[src/rtl/store_commit_queue.sv]
// In-order store commit queue between retire and the data-memory port.
// Loads own the port when present; stores drain otherwise, and a retired halt flushes the queue before reporting completion.
module store_commit_queue #(
  parameter int SQ_DEPTH = 4,
  parameter int XLEN     = 32
) (
  input  logic                        clock,
  input  logic                        reset,
  input  logic [1:0]                  store2Dmem_command,
  input  logic [1:0]                  store2Dmem_size,
  input  logic [XLEN-1:0]             store2Dmem_addr,
  input  logic [XLEN-1:0]             store2Dmem_data,
  input  logic                        halt_retired,
  input  logic                        load_req,
  input  logic [XLEN-1:0]             load_addr,
  input  logic [3:0]                  mem2proc_response,
  output logic [1:0]                  proc2Dmem_command,
  output logic [1:0]                  proc2Dmem_size,
  output logic [XLEN-1:0]             proc2Dmem_addr,
  output logic [XLEN-1:0]             proc2Dmem_data,
  output logic                        sq_full,
  output logic                        sq_empty,
  output logic [$clog2(SQ_DEPTH):0]   sq_count,
  output logic                        load_conflict,
  output logic                        overflow,
  output logic                        drained,
  output logic [1:0]                  dbg_state
);

  localparam int AW = $clog2(SQ_DEPTH);
  localparam int CW = AW + 1;
  localparam logic [1:0] BUS_NONE  = 2'h0;
  localparam logic [1:0] BUS_STORE = 2'h2;

  typedef enum logic [1:0] {
    ST_RUN   = 2'd0,
    ST_DRAIN = 2'd1,
    ST_DONE  = 2'd2
  } state_e;

  state_e              state_q, state_d;
  logic [AW-1:0]       head_q, head_d, tail_q, tail_d;
  logic [CW-1:0]       count_q, count_d;
  logic                overflow_q, overflow_d;
  logic [SQ_DEPTH-1:0] valid_q, valid_d;
  logic [1:0]          size_q [SQ_DEPTH];
  logic [XLEN-1:0]     addr_q [SQ_DEPTH];
  logic [XLEN-1:0]     data_q [SQ_DEPTH];

  logic store_in, full, issue, pop, enq;

  // Handshake: a store entry leaves the queue only when it is presented
  // (issue) and memory answers with a nonzero tag in the same cycle; a zero
  // tag leaves the head in place to be re-presented unchanged.
  assign full     = (count_q == CW'(SQ_DEPTH));
  assign store_in = (store2Dmem_command == BUS_STORE) && (state_q != ST_DONE);
  assign issue    = (count_q != '0) && !load_req && (state_q != ST_DONE);
  assign pop      = issue && (mem2proc_response != 4'h0);
  assign enq      = store_in && (!full || pop);

  always_comb begin
    head_d     = head_q;
    tail_d     = tail_q;
    count_d    = count_q;
    valid_d    = valid_q;
    overflow_d = overflow_q;
    if (pop) begin
      head_d          = head_q + 1'b1;
      valid_d[head_q] = 1'b0;
    end
    // When full, head == tail, so the new entry's valid must win over the pop.
    if (enq) begin
      tail_d          = tail_q + 1'b1;
      valid_d[tail_q] = 1'b1;
    end
    if (enq && !pop)      count_d = count_q + 1'b1;
    else if (pop && !enq) count_d = count_q - 1'b1;
    if (store_in && !enq) overflow_d = 1'b1;
  end

  always_comb begin
    state_d = state_q;
    case (state_q)
      ST_RUN:   if (halt_retired) state_d = ST_DRAIN;
      ST_DRAIN: if (!enq && ((count_q == '0) || ((count_q == CW'(1)) && pop)))
                  state_d = ST_DONE;
      ST_DONE:  state_d = ST_DONE;
      default:  state_d = ST_RUN;
    endcase
  end

  always_ff @(posedge clock) begin
    if (reset) begin
      state_q    <= ST_RUN;
      head_q     <= '0;
      tail_q     <= '0;
      count_q    <= '0;
      valid_q    <= '0;
      overflow_q <= 1'b0;
    end else begin
      state_q    <= state_d;
      head_q     <= head_d;
      tail_q     <= tail_d;
      count_q    <= count_d;
      valid_q    <= valid_d;
      overflow_q <= overflow_d;
    end
  end

  // Payload storage needs no reset; valid_q decides what is meaningful.
  always_ff @(posedge clock) begin
    if (enq) begin
      size_q[tail_q] <= store2Dmem_size;
      addr_q[tail_q] <= store2Dmem_addr;
      data_q[tail_q] <= store2Dmem_data;
    end
  end

  always_comb begin
    load_conflict = 1'b0;
    for (int i = 0; i < SQ_DEPTH; i++) begin
      if (valid_q[i] && (addr_q[i][XLEN-1:2] == load_addr[XLEN-1:2]))
        load_conflict = 1'b1;
    end
    if (enq && (store2Dmem_addr[XLEN-1:2] == load_addr[XLEN-1:2]))
      load_conflict = 1'b1;
  end

  assign proc2Dmem_command = issue ? BUS_STORE : BUS_NONE;
  assign proc2Dmem_size    = size_q[head_q];
  assign proc2Dmem_addr    = addr_q[head_q];
  assign proc2Dmem_data    = data_q[head_q];
  assign sq_full           = full;
  assign sq_empty          = (count_q == '0);
  assign sq_count          = count_q;
  assign overflow          = overflow_q;
  assign drained           = (state_q == ST_DONE);
  assign dbg_state         = state_q;

endmodule

[config.mk]
export PLATFORM = sky130hd
export DESIGN_NAME = store_commit_queue
export DESIGN_NICKNAME = d
export VERILOG_FILES = /design/src/rtl/store_commit_queue.sv
export SDC_FILE = /design/constraint.sdc
export NUM_CORES = 1
export LEC_CHECK = 0
export ABC_AREA = 1
export ABC_CLOCK_PERIOD_IN_PS = 5200
export BUFFER_PORTS_ARGS = -buffer_cell sky130_fd_sc_hd__clkbuf_2
export CORE_ASPECT_RATIO = 1.4
export CORE_MARGIN = 8
export CORE_UTILIZATION = 35
export CTS_BUF_LIST = sky130_fd_sc_hd__clkbuf_8
export DETAILED_ROUTE_END_ITERATION = 8
export SLEW_MARGIN = 20
export SYNTH_ARGS = -nofsm -noshare
export SYNTH_HDL_FRONTEND = slang
export SYNTH_SLANG_ARGS = --single-unit
export TNS_END_PERCENT = 20
[constraint.sdc]
create_clock -name clock -period 5.2 [get_ports clock]
set_input_delay 1.04 -clock clock [delete_from_list [all_inputs] [get_ports clock]]
set_output_delay 1.04 -clock clock [all_outputs]
set_load 0.01 [all_outputs]
==> impl_metrics.tcl <==
set metrics [dict create \
    status "complete, no violations" \
    cts_sinks 280 \
    final.min_clock_period_ns 3.91 \
    grt_antenna_before_repair 4 \
    cp.required_ns 4.16 \
    coreArea_um2 37300 \
    num_vias 10183 \
    start_util_pct 35.3 \
    cp.arrival_ns 2.87 \
    crit_fanout 104 \
    maxSlewViolCount 0 \
    wire_per_inst_um 19.4 \
    fp.dieW_um 180 \
    die_area_um2 44200 \
    drt_pass1_iterations 5 \
    boundaryPins 186 \
    grt_pass1_vias 10110 \
    cts_tree "done" \
    min_from "valid_q[3]$_SDFF_PP0_" \
    synth_top_cell_by_area "edfxtp_1" \
    ys.flop_type "edfxtp_1" \
    gr-usage-all-layers_pct 17.6 \
    async_flop_share_pct 0 \
    grt_overflow_total 0 \
    worstSetupEndpointType "output port" \
    antenna_left 0 \
    setup_viol_count_final 0 \
    worst_clock_skew_ns 0.0268 \
    n_fill_cell 3661 \
    crit_slowest_cell "inv_4" \
    post-cts-setup-buffers 0 \
    viasPerCell 4.94 \
    clock_latency_ns 0.57 \
    synth_cell_type_count 28 \
    power.leakage_nw 6.39 \
    synth_commonest_cells "327 x nand2_1, 264 x edfxtp_1, 203 x nor2_1" \
    ir_worst_vdd_uv 289 \
    syn_nets 1489 \
    synth-edff-count 264 \
    drive_gt1_share_pct 16.7 \
    yosys.area.top_type_share_pct 60.2 \
    synth.area.top_cells "edfxtp_1 60%, nand2_1 9.3%, o21ai_0 6.8%" \
    maxClockFrequency_mhz 256 \
    yosysWarnings 0 \
    cts_hold_buffers 0 \
    dp_hpwl_um 27500 \
    cts_max_level 2 \
    synth_area_per_cell_um2 9.65 \
    synth.most_common_cell "nand2_1" \
    timing.final.crit_share_pct 75.2 \
    crit_chain "inv_4 -> buf_4 -> o21ai_0 -> o22ai_1 -> clkbuf_2" \
    grt_pass1_wl_um 59100 \
    max_stage_delay_ns 0.80 \
    syn_inst 1365 \
    wl_um 40000 \
    crit_type "flip-flop to output port" \
    ys_ff_latch 280 \
    cts_buffer_depth 3 \
    drc 0 \
    grt_setup_unrepaired "false" \
    globalplace.congestion 0.922 \
    fin_util_pct 41.2 \
    netlist_area_um2 13200 \
    max_cap_viol_count 0 \
    finalSetupTns_ns 0 \
    syn_to_final_growth_pct 16.7 \
    p_per_area_nw_per_um2 423 \
    rr_startpoint "sq_count[0]$_SDFFE_PP0P_" \
    setup.worst_path.start_class "flip-flop" \
    dieHeight_um 246 \
    numCtsBuffers 45 \
    yosysSeqAreaShare_pct 62.6 \
    dr.first_iter.drc_count 717 \
    hold_viol_final 0 \
    slew_headroom_pct 25.5 \
    worst_pin_slew_ns 1.12 \
    port-buffer-count 182 \
    cts_root_buf "clkbuf_8" \
    path_clk_slew_ns 0.06 \
    hold_class "flip-flop to flip-flop" \
    fin_nets 1675 \
    rows 84 \
    grt_max_degree 105 \
    cts_resized 0 \
]
==> logic make-up (layout without fill, tap and decap cells) <==
| kind of cell | count (synthesis) | after routing | synth area share, % |
|---|---|---|---|
| buffers and inverters | 195 | 417 | 5.94 |
| DFF | 280 | 280 | 62.6 |
| adders and majority gates | 16 | 16 | 1.52 |
| AOI/OAI and AO/OA | 291 | 291 | 11.6 |
| xor gates and xnor gates | 28 | 28 | 1.86 |
| and+or+nand+nor | 554 | 554 | 16.5 |
| other | 1 | 4 | 0.0285 |
==> cells in the final DEF (no fill, tap or decap), drive strengths merged <==
cell	count
a21oi	55
buf	9
clkbuf	231
clkinv	19
clkinvlp	2
conb	1
dfxtp	16
diode	3
edfxtp	264
ha	16
inv	156
nand2	333
nand3	5
nand3b	2
nand4	2
nor2	205
nor3	5
o21a	1
o21ai	182
o22ai	53
or2	2
xnor2	17
xor2	11
==> final cells by class <==
| class | count | area (µm²) | share of cell area, % |
|---|---|---|---|
| Timing Repair Buffer | 191 | 1030 | 6.69 |
| Clock inverter | 34 | 139 | 0.903 |
| Sequential cell | 280 | 8250 | 53.7 |
| Antenna cell | 3 | 7.51 | 0.0488 |
| Inverter | 143 | 541 | 3.51 |
| Tap cell | 473 | 592 | 3.85 |
| Multi-Input combinational cell | 890 | 4150 | 27.0 |
| Clock buffer | 49 | 674 | 4.38 |
==> metrics by stage <==
| step | total power [mW] | cells | setup WS, ns | hold WS, ns | cell area (µm²) |
|---|---|---|---|---|---|
| 2_1_floorplan | 3.99 | 1365 | 1.81 | 0.434 | 13200 |
| 3_3_place_gp | 4.83 | 1977 | 1.67 | 0.452 | 14600 |
| 3_5_place_dp | 4.86 | 1977 | 1.71 | 0.479 | 14600 |
| 4_1_cts | 6.60 | 2060 | 1.15 | 0.488 | 15400 |
| 5_1_grt | 6.89 | 2061 | 1.03 | 0.506 | 15400 |
| 6_report | 6.51 | 2063 | 1.29 | 0.482 | 15400 |
==> layer usage <==
| layer | wire, µm | track usage, % | vias to the layer above | share of wire (%) |
|---|---|---|---|---|
| li1 | - | - | 4957 | - |
| met5 | 13 | 0 | - | 0.032 |
| met3 | 2710 | 4.21 | 91 | 6.8 |
| met1 | 15200 | 19.1 | 4766 | 38 |
| met2 | 20400 | 31.9 | 367 | 51 |
| met4 | 1760 | 8.72 | 2 | 4.4 |
==> power by group <==
group	leakage, nW	total (mW)	switching [mW]	internal (mW)
clock	0.462	1.73	0.869	0.866
combinational	3.40	2.03	1.36	0.662
sequential	2.52	2.75	0.114	2.64
total	6.39	6.51	2.35	4.16
==> path summary, 6_finish.rpt <==
kind                            end  slack [ns]  cells past startpoint
min reg2reg   valid_q[3]$_SDFF_PP0_        0.48                      2
max reg2reg  data_q[0][1]$_DFFE_PP_        2.34                     12
max              proc2Dmem_addr[11]        1.29                      5
min           valid_q[3]$_SDFF_PP0_        0.48                      2
==> critical path: cells and delay by family, from the launching register on <==
kind / cells / cell delay (ns)
AO/OA/AOI/OAI: 2 / 0.34
flip-flops: 1 / 0.51
buffers and inverters: 3 / 1.39
==> registers in the layout (all words and copies together) (netlist names), named ones only <==
register / flops
overflow: 1
addr_q: 128
tail_q: 2
valid_q: 4
data_q: 128
dbg_state: 2
size_q: 8
sq_count: 3
head_q: 2
(Power assumes the default switching activity.)
